## src/rtl/pn_readout_if.sv

```systemverilog
// Job request, PN-memory read port and output word stream of pn_readout.
// slave is the readout block's view; master is the job/memory/consumer side.
interface pn_readout_if #(parameter int ADDR_WIDTH = 5);
  logic                  start;
  logic [15:0]           id;
  logic                  mem_rd_en;
  logic [ADDR_WIDTH-1:0] mem_addr;
  logic [31:0]           mem_dout;
  logic [31:0]           dout;
  logic                  dout_valid;
  logic                  dout_rd;
  logic                  busy;
  logic                  done;

  modport slave (
    input  start, id, mem_dout, dout_rd,
    output mem_rd_en, mem_addr, dout, dout_valid, busy, done
  );

  modport master (
    output start, id, mem_dout, dout_rd,
    input  mem_rd_en, mem_addr, dout, dout_valid, busy, done
  );
endinterface

```

## src/rtl/pn_readout.sv

```systemverilog
// Reads WORD_COUNT PN words per job into a 2-entry output buffer and streams them.
// Define PN_READOUT_HEADER_EN to prepend the header word {16'h0000, id} to each job.
module pn_readout #(
  parameter     BASE_ADDR  = 5'd0,
  parameter int WORD_COUNT = 6,
  parameter int ADDR_WIDTH = 5
) (
  input logic         CLK,
  input logic         reset,
  pn_readout_if.slave bus
);
  typedef enum logic [1:0] {IDLE, READ, DRAIN} state_e;

  localparam logic [ADDR_WIDTH-1:0] BASE = ADDR_WIDTH'(BASE_ADDR);

  state_e                state_q, state_d;
  logic [5:0]            issued_q, issued_d;
  logic [5:0]            xfer_q, xfer_d;
  logic [ADDR_WIDTH-1:0] addr_q, addr_d;
  logic                  inflight_q, inflight_d;
  logic [31:0]           buf0_q, buf0_d, buf1_q, buf1_d;
  logic [1:0]            cnt_q, cnt_d;
  logic                  done_q, done_d;
  logic [31:0]           push_data;
  logic                  pop, room, accept, issue, hdr_slot;

`ifdef PN_READOUT_HEADER_EN
  localparam int HDR_SLOTS = 1;

  logic [15:0] id_q, id_d;
  logic        hdr_fl_q, hdr_fl_d;

  // Slot 0 of a job is the header; it travels the read pipeline without touching memory.
  assign hdr_slot  = (issued_q == 6'd0);
  assign push_data = hdr_fl_q ? {16'h0000, id_q} : bus.mem_dout;

  always_comb begin
    id_d     = accept ? bus.id : id_q;
    hdr_fl_d = issue && hdr_slot;
  end

  always_ff @(posedge CLK) begin
    if (reset) begin
      id_q     <= '0;
      hdr_fl_q <= 1'b0;
    end else begin
      id_q     <= id_d;
      hdr_fl_q <= hdr_fl_d;
    end
  end
`else
  localparam int HDR_SLOTS = 0;

  assign hdr_slot  = 1'b0;
  assign push_data = bus.mem_dout;
`endif

  localparam int         NSLOT = WORD_COUNT + HDR_SLOTS;
  localparam logic [5:0] LAST  = 6'(NSLOT - 1);

  always_comb begin
    pop    = (cnt_q != 2'd0) && bus.dout_rd;
    room   = ({1'b0, cnt_q} + {2'b00, inflight_q}) < (3'd2 + {2'b00, pop});
    accept = (state_q == IDLE) && bus.start && !reset;
    // The accepting cycle already issues slot 0 so the first word is registered
    // on dout two cycles after start.
    issue  = room && (accept || ((state_q == READ) && !reset));

    state_d    = state_q;
    issued_d   = issued_q;
    xfer_d     = xfer_q;
    addr_d     = addr_q;
    done_d     = 1'b0;
    inflight_d = issue;

    if (issue) begin
      issued_d = issued_q + 6'd1;
      if (!hdr_slot) addr_d = addr_q + ADDR_WIDTH'(1);
    end
    if (pop) xfer_d = xfer_q + 6'd1;

    case (state_q)
      IDLE:    if (accept) state_d = (issued_q == LAST) ? DRAIN : READ;
      READ:    if (issue && (issued_q == LAST)) state_d = DRAIN;
      DRAIN: begin
        if (pop && (xfer_q == LAST)) begin
          state_d  = IDLE;
          done_d   = 1'b1;
          issued_d = '0;
          xfer_d   = '0;
          addr_d   = BASE;
        end
      end
      default: state_d = IDLE;
    endcase

    // Pop shifts the head out first; returning data then lands in the first free entry.
    buf0_d = pop ? buf1_q : buf0_q;
    buf1_d = buf1_q;
    cnt_d  = cnt_q - {1'b0, pop};
    if (inflight_q) begin
      if (cnt_d == 2'd0) buf0_d = push_data;
      else               buf1_d = push_data;
      cnt_d = cnt_d + 2'd1;
    end
  end

  always_ff @(posedge CLK) begin
    if (reset) begin
      state_q    <= IDLE;
      issued_q   <= '0;
      xfer_q     <= '0;
      addr_q     <= BASE;
      inflight_q <= 1'b0;
      buf0_q     <= '0;
      buf1_q     <= '0;
      cnt_q      <= '0;
      done_q     <= 1'b0;
    end else begin
      state_q    <= state_d;
      issued_q   <= issued_d;
      xfer_q     <= xfer_d;
      addr_q     <= addr_d;
      inflight_q <= inflight_d;
      buf0_q     <= buf0_d;
      buf1_q     <= buf1_d;
      cnt_q      <= cnt_d;
      done_q     <= done_d;
    end
  end

  assign bus.mem_rd_en  = issue && !hdr_slot;
  assign bus.mem_addr   = addr_q;
  assign bus.dout       = buf0_q;
  assign bus.dout_valid = (cnt_q != 2'd0);
  assign bus.busy       = (state_q != IDLE);
  assign bus.done       = done_q;
endmodule

```

## src/flat_wrapper.sv

```systemverilog
// flat-port wrapper written by rule: the top's interface ports become plain ports
module pn_readout_flat 
#(
  parameter     BASE_ADDR  = 5'd0,
  parameter int WORD_COUNT = 6,
  parameter int ADDR_WIDTH = 5
)
  (CLK, reset, bus_start, bus_id, bus_mem_dout, bus_dout_rd, bus_mem_rd_en, bus_mem_addr, bus_dout, bus_dout_valid, bus_busy, bus_done);
  pn_readout_if #(.ADDR_WIDTH(ADDR_WIDTH)) bus_i ();
  input logic CLK;
  input logic reset;
  input wire logic [$bits(bus_i.start)-1:0] bus_start;
  input wire logic [$bits(bus_i.id)-1:0] bus_id;
  input wire logic [$bits(bus_i.mem_dout)-1:0] bus_mem_dout;
  input wire logic [$bits(bus_i.dout_rd)-1:0] bus_dout_rd;
  output wire logic [$bits(bus_i.mem_rd_en)-1:0] bus_mem_rd_en;
  output wire logic [$bits(bus_i.mem_addr)-1:0] bus_mem_addr;
  output wire logic [$bits(bus_i.dout)-1:0] bus_dout;
  output wire logic [$bits(bus_i.dout_valid)-1:0] bus_dout_valid;
  output wire logic [$bits(bus_i.busy)-1:0] bus_busy;
  output wire logic [$bits(bus_i.done)-1:0] bus_done;
  assign bus_i.start = bus_start;
  assign bus_i.id = bus_id;
  assign bus_i.mem_dout = bus_mem_dout;
  assign bus_i.dout_rd = bus_dout_rd;
  assign bus_mem_rd_en = bus_i.mem_rd_en;
  assign bus_mem_addr = bus_i.mem_addr;
  assign bus_dout = bus_i.dout;
  assign bus_dout_valid = bus_i.dout_valid;
  assign bus_busy = bus_i.busy;
  assign bus_done = bus_i.done;
  pn_readout #(.BASE_ADDR(BASE_ADDR), .WORD_COUNT(WORD_COUNT), .ADDR_WIDTH(ADDR_WIDTH)) u_core (.CLK(CLK), .reset(reset), .bus(bus_i));
endmodule
```

## config.mk

```make
export PLATFORM = sky130hd
export DESIGN_NAME = pn_readout_flat
export DESIGN_NICKNAME = d
export VERILOG_FILES = /design/src/rtl/pn_readout_if.sv /design/src/rtl/pn_readout.sv /design/src/flat_wrapper.sv
export SDC_FILE = /design/constraint.sdc
export NUM_CORES = 1
export LEC_CHECK = 0
export BUFFER_PORTS_ARGS = -buffer_cell sky130_fd_sc_hd__clkbuf_2
export CORE_MARGIN = 5
export CORE_UTILIZATION = 45
export DETAILED_ROUTE_END_ITERATION = 6
export MAX_ROUTING_LAYER = met4
export PLACE_DENSITY_LB_ADDON = 0.25
export SYNTH_ARGS = -nofsm -noshare
export SYNTH_HDL_FRONTEND = slang
export SYNTH_SLANG_ARGS = --single-unit
```

## constraint.sdc

```tcl
create_clock -name CLK -period 4.9 [get_ports CLK]
set_input_delay 0.49 -clock CLK [delete_from_list [all_inputs] [get_ports CLK]]
set_output_delay 0.49 -clock CLK [all_outputs]
set_load 0.01 [all_outputs]
```

# Yosys cells after proc, flatten, opt, wreduce, memory -nomap -nowiden

Index checks and enable logic that the tools add are counted.

$add $sub $neg: 7
Magnitude comparators: 1
Eq/ne operators: 7
Mux-type cells: 19
Bitwise operators: 2
Reductions and logical operators: 16

Operator list:

| operator              | number |
|---|---|
| $mux W32              | 3 |
| $mux W6               | 6 |
| $mux W5               | 3 |
| $add A6 B1 Y6 const B | 2 |
| $eq A6 B3 Y1 const B  | 2 |
| $mux W2               | 5 |
| $logic_and A1 B1 Y1   | 7 |
| $pmux W2 S3           | 1 |
| $add A5 B1 Y5 const B | 1 |
| $logic_not A2 Y1      | 2 |
| $ne A2 B1 Y1 const B  | 2 |
| $reduce_bool A2 Y1    | 2 |
| $add A2 B1 Y3         | 1 |
| $add A2 B1 Y3 const A | 1 |
| $lt A3 B3 Y1          | 1 |
| $reduce_and A3 Y1     | 1 |
| $add A2 B1 Y2 const B | 1 |
| $eq A2 B1 Y1 const B  | 1 |
| $eq A2 B2 Y1 const B  | 1 |
| $ne A2 B2 Y1 const B  | 1 |
| $not A1 Y1            | 2 |
| $reduce_and A2 Y1     | 1 |
| $reduce_or A2 Y1      | 1 |
| $sub A2 B1 Y2         | 1 |
| 3 further kinds       | 3 |

Register bits after elaboration: 87
Bits of input ports: 52
Output and inout bits: 41
Logic and storage cells: 61

# Longest topological paths before layout

Gate-level depths: netlist of run 1.

Depth in word-level cells: 8
Gate-level depth with buffers: 11
Mapped depth without buffers: 8

# Worst setup path before layout of run 1

OpenSTA, ideal clock, no wires.

Path type: in2reg
Start: input port bus_dout_rd
End: register u_core.buf0_q[10], in the netlist u_core.bus.dout[10]
Data arrival time: 2394 ps
Data required time: 4809 ps
Setup slack: 2415 ps
Stages: 10
Path buffers: 2
Cell sequence: o21ai_1 inv_1 clkbuf_1 ha_1 xnor2_1 ha_1 nand2_1 clkbuf_1 nor2_1 a311oi_1

Cells in the longest elaborated chain, start to end: 5

RTL lines:

| element                 | RTL line           | text |
|---|---|---|
| from (decl)             | flat_wrapper.sv:15 | `input wire logic [$bits(bus_i.dout_rd)-1:0] bus_dout_rd;` |
| $logic_and A1 B1 Y1 (*) | pn_readout.sv:62   | `pop = (cnt_q != 2'd0) && bus.dout_rd;` |
| $sub A2 B1 Y2           | pn_readout.sv:100  | `cnt_d = cnt_q - {1'b0, pop};` |
| $logic_not A2 Y1        | pn_readout.sv:102  | `if (cnt_d == 2'd0) buf0_d = push_data;` |
| $mux W32                | pn_readout.sv:102  |  |
| $mux W32 (*)            | pn_readout.sv:101  | `if (inflight_q) begin` |
| to (signal assigned)    | pn_readout.sv:125  | `buf0_q <= buf0_d;` |
| to (decl)               | pn_readout.sv:21   | `logic [31:0] buf0_q, buf0_d, buf1_q, buf1_d;` |

Mark *: on every way between the ends. The rest lies on a longest branch, timed or not.
A chain may end at the register's enable or synchronous reset.

# Final worst setup path of run 1

Start: register u_core.cnt_q[0]
End: register u_core.buf0_q[22], in the netlist u_core.bus.dout[22]

Cells in the longest elaborated chain, start to end: 6

RTL lines:

| element                | RTL line          | text |
|---|---|---|
| from (decl)            | pn_readout.sv:22  | `logic [1:0] cnt_q, cnt_d;` |
| from (signal assigned) | pn_readout.sv:127 | `cnt_q <= cnt_d;` |
| $reduce_bool A2 Y1     | pn_readout.sv:62  |  |
| $logic_and A1 B1 Y1    | pn_readout.sv:62  |  |
| $sub A2 B1 Y2          | pn_readout.sv:100 |  |
| $logic_not A2 Y1       | pn_readout.sv:102 |  |
| $mux W32               | pn_readout.sv:102 |  |
| $mux W32 (*)           | pn_readout.sv:101 |  |

Marks and branches as above.

==> results of run 1 <==
## synth_stat cells, drive strengths merged (4+ instances only)
cell type | number | share of area [%]
dfxtp | 87 | 48
o31ai | 7 | 1.5
o21ai | 6 | 0.83
nand2 | 133 | 14
nor2 | 46 | 4.8
clkbuf | 28 | 2.9
a21oi | 45 | 6.2
buf | 6 | 0.87
inv | 9 | 0.93
ha | 9 | 3.1
a311oi | 34 | 8.2
or4 | 7 | 1.5
or3 | 4 | 0.83
nand3 | 4 | 0.55
xnor2 | 4 | 0.97
## worst max-delay path: cells and delay by family (launching register included)
family                   cells  cell delay [ns]
adder cells (fa/ha/maj)      2             0.48
buffers and inverters        1             0.16
XOR/XNOR                     1             0.14
AO/OA/AOI/OAI                2             1.12
AND/OR/NAND/NOR              2             0.92
flip-flops                   1             0.36
## logic make-up (layout without fill, tap and decap cells)
| kind of cell | Yosys count | count (layout) | share of synthesized area [%] |
|---|---|---|---|
| compound gates | 96 | 96 | 17.6 |
| xor+xnor | 7 | 7 | 1.70 |
| fa+ha+maj | 9 | 9 | 3.12 |
| buf+inv | 43 | 104 | 4.74 |
| flops | 87 | 87 | 48.2 |
| simple gates | 212 | 212 | 24.6 |
## path summary, 6_finish.rpt
check                                  startpoint             endpoint  slack (ns)  cells after the start
worst max-delay path              u_core.cnt_q[0]  u_core.bus.dout[22]        1.60                      8
worst min-delay path              bus_mem_dout[7]     u_core.buf1_q[7]        0.38                      3
worst max register to register    u_core.cnt_q[0]  u_core.bus.dout[22]        1.60                      8
worst min register to register  u_core.buf1_q[16]    u_core.buf1_q[16]        0.46                      2
## layout by cell type, fill, tap and decap left out, types with 2 or more instances in the layout
cell type	Yosys	final
clkbuf_8	0	9
clkbuf_2	1	76
nor4_1	2	2
a211oi_1	2	2
clkbuf_1	27	2
dfxtp_1	87	87
or4_1	7	7
inv_1	9	9
nand2b_1	2	2
xnor2_1	4	4
nand3_1	4	4
nor2b_1	3	2
nand4_1	3	3
nor3_1	2	2
or3_1	3	3
a21oi_1	45	45
o21ai_0	5	5
nand2_1	133	132
or2_2	2	2
buf_4	0	4
o31ai_1	7	7
ha_1	9	9
clkinv_2	0	2
xor2_1	3	3
a311oi_1	34	34
nor2_1	46	46
## power groups by stage
stage	clock, µW	sequential (µW)	combinational [µW]
final	472	1010	885
after global routing	515	1030	1010
after CTS	486	1010	904
after detailed placement	0	1020	899
after global placement	0	1020	879
after floorplan	0	1050	570
## sequential cells by signal, summed over array words and instances, names as in the netlist
register	cells
u_core.xfer_q	6
u_core.bus.mem_addr	5
u_core.cnt_q	2
u_core.state_q	2
u_core.bus.dout	32
u_core.buf1_q	32
u_core.issued_q	6
u_core.inflight_q	1
u_core.bus.done	1
## through the flow
| stage | std cells | setup WS, ns | hold slack [ns] |
|---|---|---|---|
| final | 617 | 1.60 | 0.377 |
| after global routing | 617 | 1.24 | 0.368 |
| after CTS | 617 | 1.55 | 0.360 |
| after detailed placement | 602 | 1.57 | 0.447 |
| after global placement | 602 | 1.68 | 0.442 |
| after floorplan | 454 | 2.42 | 0.437 |
## layer usage
layer / wire (µm) / share of wire [%]
met5: 0 / 0
met3: 476 / 5.7
met1: 3820 / 45
met4: 51 / 0.61
met2: 4060 / 48
## layout make-up
| class | count | area (µm²) |
|---|---|---|
| multi-input combinational | 324 | 1720 |
| clock inverter | 4 | 47.5 |
| tap | 102 | 128 |
| inverter | 9 | 33.8 |
| sequential | 87 | 1740 |
| fill | 759 | 3560 |
| timing repair buffer | 80 | 410 |
| clock buffer | 11 | 131 |
==> key figures, run 1 <==
Global routing
  – Routing usage on met1: 23.1%
  – Met3 Usage GRT: 4.42%
  – M2 GR Usage: 28.7%
  – GRT overflow: 0
  – Pin count of the biggest net entering global routing: 71
  – Initial antenna violation count: 0
  – GRT Overall Usage: 18.0%
  – First-pass GRT wire length: 14.3 mm
  – Number of global-route vias before repair: 2980
  – GR peak layer: met2

Pwr
  – Total power: 2370 µW
  – Internal Power: 1440 µW
  – Switching Share: 39.3%
  – Worst VDD drop: 0.000254 V
  – Psw: 930 µW
  – Clk pwr share: 19.9%
  – Logic gate share of total power: 37.4%
  – Power Density: 562 nW/µm²
  – Pleak: 0.00161 µW
  – Sequential group share of total power: 42.6%

Worst setup path
  – Max FO, Critical Path: 64
  – Max incr delay on CP: 0.83 ns
  – Endpoint class of the critical path: register
  – CP most frequent cell: ha_1
  – Worst-path cell chain: o21ai_4 -> inv_1 -> ha_1 -> xnor2_1 -> ha_1 -> nand2_2 -> nor2_1 -> a311oi_1
  – Worst Path Required: 5.15 ns
  – Worst setup path class: register to register
  – Worst path slowest cell: o21ai_4
  – Startpoint Class: register
  – Critical Path AT: 3.55 ns

Die
  – Ports: 93
  – Die X: 99.6 µm
  – Site Rows: 32
  – Initial Util: 46.5%
  – Die area: 9930 µm²
  – Core region area: 7770 µm²
  – Die height: 99.6 µm

CTS
  – CTS sink count: 87
  – CTS tree: done
  – Clock-pin slew on the worst setup and hold paths: 0.08 ns
  – Clk_lat worst skew: 0.34 ns
  – TritonCTS buffer count: 9
  – Hold buffers post-CTS: 0
  – H-tree depth: 3
  – Post-CTS sizing: 0
  – Post-CTS Setup Inserts: 0
  – Longest Clk Path Bufs: 2
  – CTS Root Cell: clkbuf_8

Final layout
  – Final Core Density: 54.2%
  – Post-layout net count: 572
  – P&R area growth vs syn: 16.5%
  – Post-Layout Inst Area: 4210 µm²
  – Antenna fix cells: 0
  – Share of cells above drive strength 1: 19.4%

STA
  – Setup TNS: 0 ns
  – Worst Tran Pin Value: 1.16 ns
  – Final Hold Fails: 0
  – Unrepaired setup endpoints after global routing: no
  – Final Slew Violations: 0
  – Peak Freq: 303 MHz
  – Period minus WS final: 3.30 ns
  – Setup violators final: 0
  – Clock Skew: 0.00733 ns
  – Max transition margin: 22.6%
  – Fin crit share: 67.3%

Logic synthesis
  – Synth Area per Inst: 7.96 µm²
  – Post-synthesis sequential area ratio: 48.2%
  – #FFs+latches synth: 87
  – Mapped Area: 3610 µm²
  – Most used DFF post-synth: dfxtp_1
  – Synth unique cells: 34
  – Ys Warns: 0
  – Syn Inst Count: 454
  – EDFF count, synth: 0
  – Ys async rst share: 0%
  – Net count of the mapped netlist: 515

Detailed routing
  – DR pass1 iterations: 4
  – DR WL/cell: 13.6 µm
  – DR vias: 3247
  – DRC Markers: 0
  – Initial DRC Count: 152
  – Final WL: 8.41 mm
  – Routed Antenna Nets: 0
  – Vias per cell: 5.26

Placement
  – Post-DP HPWL: 5.36 mm
  – I/O Buffers: 76
  – Cell area after placement: 4030 µm²
  – Routability cong.: 0.768

Hold path
  – HP Class: input pin to register

Run status
  – Outcome: finished clean

Job
  – Maxcap violations: 0
(Power assumes the default switching activity.)
==> inputs of run 2 (changes only) <==
clock period = 3.18 ns   (was 4.9 ns; I/O delays follow)
==> run 2 against run 1 <==
Against the previous run: global-route usage up 0.24 points; routed wire length up 1.2%; first-iteration DRC count down 5.3%; sequential power up 53%; die area unchanged; combinational power up 60%; clock skew up 0.0010 ns; clock-buffer cell count down 1; register-to-register slack worse by 0.66 ns; utilization up 0.58 points; critical path depth down 3; largest power group unchanged.
==> key figures, run 2 (synthesis results as in run 1) <==
Die
  – Site Rows: 32 (unchanged)
  – Die height: 99.6 µm (unchanged)
  – Die area: 9930 µm² (unchanged)
  – Initial Util: 46.5% (unchanged)
  – Die X: 99.6 µm (unchanged)
  – Ports: 93 (unchanged)
  – Core region area: 7770 µm² (unchanged)

Detailed routing
  – DR vias: 3304 (was 3247)
  – Initial DRC Count: 144 (was 152)
  – Routed Antenna Nets: 0 (unchanged)
  – DRC Markers: 0 (unchanged)
  – Vias per cell: 5.31 (was 5.26)
  – DR WL/cell: 13.7 µm (was 13.6 µm)
  – Final WL: 8.51 mm (was 8.41 mm)
  – DR pass1 iterations: 5 (was 4)

CTS
  – Post-CTS Setup Inserts: 0 (unchanged)
  – CTS sink count: 87 (unchanged)
  – TritonCTS buffer count: 9 (unchanged)
  – Longest Clk Path Bufs: 2 (unchanged)
  – Clock-pin slew on the worst setup and hold paths: 0.09 ns (was 0.08 ns)
  – H-tree depth: 3 (unchanged)
  – Clk_lat worst skew: 0.35 ns (was 0.34 ns)
  – CTS tree: done (unchanged)
  – Post-CTS sizing: 0 (unchanged)
  – CTS Root Cell: clkbuf_8 (unchanged)
  – Hold buffers post-CTS: 0 (unchanged)

Global routing
  – Initial antenna violation count: 0 (unchanged)
  – GRT overflow: 0 (unchanged)
  – Met3 Usage GRT: 3.37% (was 4.42%)
  – Pin count of the biggest net entering global routing: 70 (was 71)
  – GR peak layer: met2 (unchanged)
  – First-pass GRT wire length: 14.7 mm (was 14.3 mm)
  – GRT Overall Usage: 18.2% (was 18.0%)
  – Routing usage on met1: 22.4% (was 23.1%)
  – Number of global-route vias before repair: 3293 (was 2980)
  – M2 GR Usage: 30.1% (was 28.7%)

Final layout
  – Final std cells w/o fill: 622 (was 617)
  – P&R area growth vs syn: 17.7% (was 16.5%)
  – Most frequent cells in the layout: nand2_1, dfxtp_1, clkbuf_2 (unchanged)
  – Post-layout net count: 576 (was 572)
  – Antenna fix cells: 0 (unchanged)
  – Share of cells above drive strength 1: 20.6% (was 19.4%)
  – Commonest non-fill, non-tap cell in the layout: nand2_1 (unchanged)

STA
  – Final Slew Violations: 0 (unchanged)
  – Fin crit share: 78.5%
  – Peak Freq: 400 MHz
  – Setup TNS: 0 ns (unchanged)
  – Max transition margin: 52.2% (was 22.6%)
  – Setup violators final: 0 (unchanged)
  – Worst Tran Pin Value: 0.718 ns (was 1.16 ns)
  – Final Hold Fails: 0 (unchanged)
  – Unrepaired setup endpoints after global routing: no (unchanged)
  – Clock Skew: 0.00837 ns (was 0.00733 ns)
  – Period minus WS final: 2.50 ns

Worst setup path
  – Max FO, Critical Path: 36 (was 64)
  – Worst Path Required: 2.86 ns (was 5.15 ns)
  – Endpoint class of the critical path: primary output (was register)
  – Startpoint Class: register (unchanged)
  – Critical Path AT: 2.18 ns (was 3.55 ns)
  – Worst setup path class: register to primary output (was register to register)

Pwr
  – Power Density: 864 nW/µm² (was 562 nW/µm²)
  – Total power: 3680 µW (was 2370 µW)
  – Worst VDD drop: 0.000442 V (was 0.000254 V)
  – Pleak: 0.00164 µW (was 0.00161 µW)

Hold path
  – HP Class: input pin to register (unchanged)

Job
  – Maxcap violations: 0 (unchanged)

Placement
  – Post-DP HPWL: 5.60 mm (was 5.36 mm)
  – I/O Buffers: 76 (unchanged)
  – Placed cell count: 606 (was 602)
  – Routability cong.: 0.799 (was 0.768)

Run status
  – Outcome: finished clean (unchanged)
run 2: cell count changes in the layout (fill, tap and decap cells not counted), sizes merged:
cell / before / now
clkinv: 2 / 4
clkbuf: 87 / 86
buf: 4 / 8
inv: 9 / 10
bufinv: 1 / 0
run 2: path summary, 6_finish.rpt:
kind,from,endpoint,slack (ns),cells after the start
worst min-delay path,bus_mem_dout[1],u_core.buf1_q[1],0.19,3
worst max register to register,u_core.cnt_q[0],u_core.bus.dout[30],0.94,9
worst max-delay path,u_core.cnt_q[0],bus_mem_rd_en,0.68,5
worst min register to register,u_core.buf1_q[7],u_core.buf1_q[7],0.46,2
run 2: stage by stage:
step / worst slack, ns / hold slack (ns) / instance area (µm²) / util [%]
final: 0.683 / 0.193 / 4260 / 54.8
after global routing: 0.525 / 0.190 / 4260 / 54.8
after CTS: 0.661 / 0.174 / 4260 / 54.8
after detailed placement: 0.954 / 0.447 / 4070 / 52.4
after global placement: 1.05 / 0.441 / 4070 / 52.4
after floorplan: 0.732 / 0.437 / 3610 / -
run 2: cell type report:
class / instances / area, µm²
fill: 757 / 3510
sequential: 87 / 1740
multi-input combinational: 324 / 1720
timing repair buffer: 84 / 453
clock buffer: 10 / 138
tap: 102 / 128
clock inverter: 6 / 43.8
inverter: 9 / 33.8
run 2: metal layers:
layer  up-vias  part of all wire [%]
li1       1678                     -
met1      1540                    45
met2        78                    48
met3         8                   5.8
met4         0                   1.0
met5         -                     0
run 2: critical path, cell delays in order (launching register included):
cell and delay (ns):
dfxtp_1 0.37, o21ai_4 0.17, buf_4 0.39, o21a_1 0.59, nor2_1 0.15, clkbuf_2 0.16
run 2: where the power goes:
part	switching, µW	internal, µW	leakage [µW]	total (µW)
Combinational	899	522	0.000838	1420
Sequential	176	1370	0.000710	1550
Clock	398	308	0.0000926	706
Total	1470	2200	0.00164	3680
==> inputs of run 3 (changes only) <==
clock period = 2.5 ns   (was 3.18 ns; I/O delays follow)
==> run 3 against run 2 <==
Against the previous run: final area increased by 1.5%; hold slack worse by 0.070 ns; sequential share of layout area down 0.62 points; clock skew grew 0.0047 ns; utilization grew 0.84 points; cell count up 0.16%; combinational power is 26% higher; critical endpoint unchanged; largest power group unchanged.
==> key figures, run 3 (synthesis results as in run 1) <==
Run status
  – Outcome: finished clean (unchanged)

Hold path
  – HP Class: input pin to register (unchanged)

Pwr
  – Worst VDD drop: 0.000651 V (was 0.000442 V)
  – Power Density: 1150 nW/µm² (was 864 nW/µm²)
  – Pleak: 0.00167 µW (was 0.00164 µW)

CTS
  – Post-CTS Setup Inserts: 0 (unchanged)
  – Hold buffers post-CTS: 0 (unchanged)
  – CTS Root Cell: clkbuf_8 (unchanged)
  – Longest Clk Path Bufs: 2 (unchanged)
  – Clock-pin slew on the worst setup and hold paths: 0.09 ns (about the same)
  – CTS sink count: 87 (unchanged)
  – CTS tree: done (unchanged)
  – TritonCTS buffer count: 9 (unchanged)
  – Clk_lat worst skew: 0.35 ns (about the same)
  – H-tree depth: 3 (unchanged)
  – Post-CTS sizing: 0 (unchanged)

Detailed routing
  – DRC Markers: 0 (unchanged)
  – Vias per cell: 5.28 (was 5.31)
  – Final WL: 8.54 mm (was 8.51 mm)
  – Initial DRC Count: 123 (was 144)
  – DR WL/cell: 13.7 µm (about the same)
  – DR pass1 iterations: 4 (was 5)
  – DR vias: 3292 (was 3304)
  – Routed Antenna Nets: 0 (unchanged)

Die
  – Initial Util: 46.5% (unchanged)
  – Die area: 9930 µm² (unchanged)
  – Site Rows: 32 (unchanged)
  – Ports: 93 (unchanged)
  – Core region area: 7770 µm² (unchanged)
  – Die X: 99.6 µm (unchanged)
  – Die height: 99.6 µm (unchanged)

Final layout
  – Commonest non-fill, non-tap cell in the layout: nand2_1 (unchanged)
  – Fillers: 750 (was 757)
  – Antenna fix cells: 0 (unchanged)
  – Share of cells above drive strength 1: 20.9% (was 20.6%)
  – P&R area growth vs syn: 19.5% (was 17.7%)
  – Most frequent cells in the layout: nand2_1, dfxtp_1, clkbuf_2 (unchanged)
  – Final Core Density: 55.6% (was 54.8%)
  – Post-layout net count: 577 (was 576)

Worst setup path
  – Endpoint class of the critical path: primary output (unchanged)
  – CP most frequent cell: ha_1
  – Startpoint Class: register (unchanged)
  – Max incr delay on CP: 0.50 ns (was 0.59 ns)
  – Max FO, Critical Path: 21 (was 36)
  – Worst-path cell chain: ha_1 -> ha_1 -> or3_4 -> nor2_1 -> clkbuf_2 (was o21ai_4 -> buf_4 -> o21a_1 -> nor2_1 -> clkbuf_2)
  – Worst path slowest cell: or3_4 (was o21a_1)
  – Worst setup path class: register to primary output (unchanged)
  – Critical Path AT: 2.01 ns (was 2.18 ns)
  – Worst Path Required: 2.25 ns (was 2.86 ns)

Global routing
  – Routing usage on met1: 22.4% (about the same)
  – Met3 Usage GRT: 5.12% (was 3.37%)
  – M2 GR Usage: 28.8% (was 30.1%)
  – GRT overflow: 0 (unchanged)
  – GRT Overall Usage: 17.8% (was 18.2%)
  – Pin count of the biggest net entering global routing: 70 (unchanged)
  – Initial antenna violation count: 0 (unchanged)
  – GR peak layer: met2 (unchanged)
  – First-pass GRT wire length: 14.2 mm (was 14.7 mm)
  – Number of global-route vias before repair: 3075 (was 3293)

STA
  – Fin crit share: 90.5%
  – Final Slew Violations: 0 (unchanged)
  – Peak Freq: 442 MHz
  – Setup TNS: 0 ns (unchanged)
  – Max transition margin: 53.3% (was 52.2%)
  – Worst Tran Pin Value: 0.701 ns (was 0.718 ns)
  – Unrepaired setup endpoints after global routing: no (unchanged)
  – Final Hold Fails: 0 (unchanged)
  – Clock Skew: 0.0131 ns (was 0.00837 ns)
  – Setup violators final: 0 (unchanged)
  – Period minus WS final: 2.26 ns

Placement
  – Post-DP HPWL: 5.48 mm (was 5.60 mm)
  – I/O Buffers: 76 (unchanged)
  – Routability cong.: 0.773 (was 0.799)

Job
  – Maxcap violations: 0 (unchanged)
[run 3: changes by cell type in the layout (fill, tap and decap cells not counted), moves of 2 or more]
cell	previous run	this run
clkinv_2	2	0
clkinv_4	2	0
bufinv_16	0	3
buf_4	7	9
[run 3: path summary, 6_finish.rpt]
kind	start	cells past startpoint	slack [ns]	end
worst max-delay path	u_core.cnt_q[0]	5	0.24	bus_mem_rd_en
worst min register to register	u_core.buf1_q[15]	2	0.46	u_core.buf1_q[15]
worst max register to register	u_core.cnt_q[0]	9	0.41	u_core.buf1_q[6]
worst min-delay path	bus_mem_dout[18]	3	0.12	u_core.buf1_q[18]
[run 3: layer usage]
layer  vias up  routed length, µm
li1       1676                  -
met4         0                 23
met2        79               4160
met5         -                  0
met1      1535               3930
met3         2                428
[run 3: critical path, delay by kind of cell (launching register included)]
family,cells,cell delay (ns)
and+or+nand+nor,2,0.69
adders and majority gates,2,0.44
DFF,1,0.37
buffers and inverters,1,0.16
[run 3: cell type report]
cell class | count | area, µm² | share of cell area, %
inverter | 9 | 33.8 | 0.782
clock inverter | 7 | 126 | 2.92
clock buffer | 9 | 124 | 2.87
sequential | 87 | 1740 | 40.3
tap | 102 | 128 | 2.95
multi-input combinational | 324 | 1720 | 39.8
timing repair buffer | 85 | 448 | 10.4
[run 3: through the flow]
| stage | worst slack (ns) | cells | instance area [µm²] | hold WS, ns | total power, µW |
|---|---|---|---|---|---|
| after floorplan | 0.0524 | 454 | 3610 | 0.386 | 3170 |
| after global routing | 0.149 | 623 | 4320 | 0.106 | 5350 |
| after CTS | 0.0928 | 623 | 4320 | 0.105 | 5040 |
| final | 0.239 | 623 | 4320 | 0.123 | 4960 |
| after global placement | 0.504 | 607 | 4070 | 0.441 | 3750 |
| after detailed placement | 0.458 | 607 | 4070 | 0.447 | 3820 |
[run 3: report_power, final]
group | internal (µW) | switching [µW] | total [µW]
Clock | 678 | 525 | 1200
Sequential | 1750 | 221 | 1970
Combinational | 652 | 1140 | 1790
Total | 3080 | 1890 | 4960
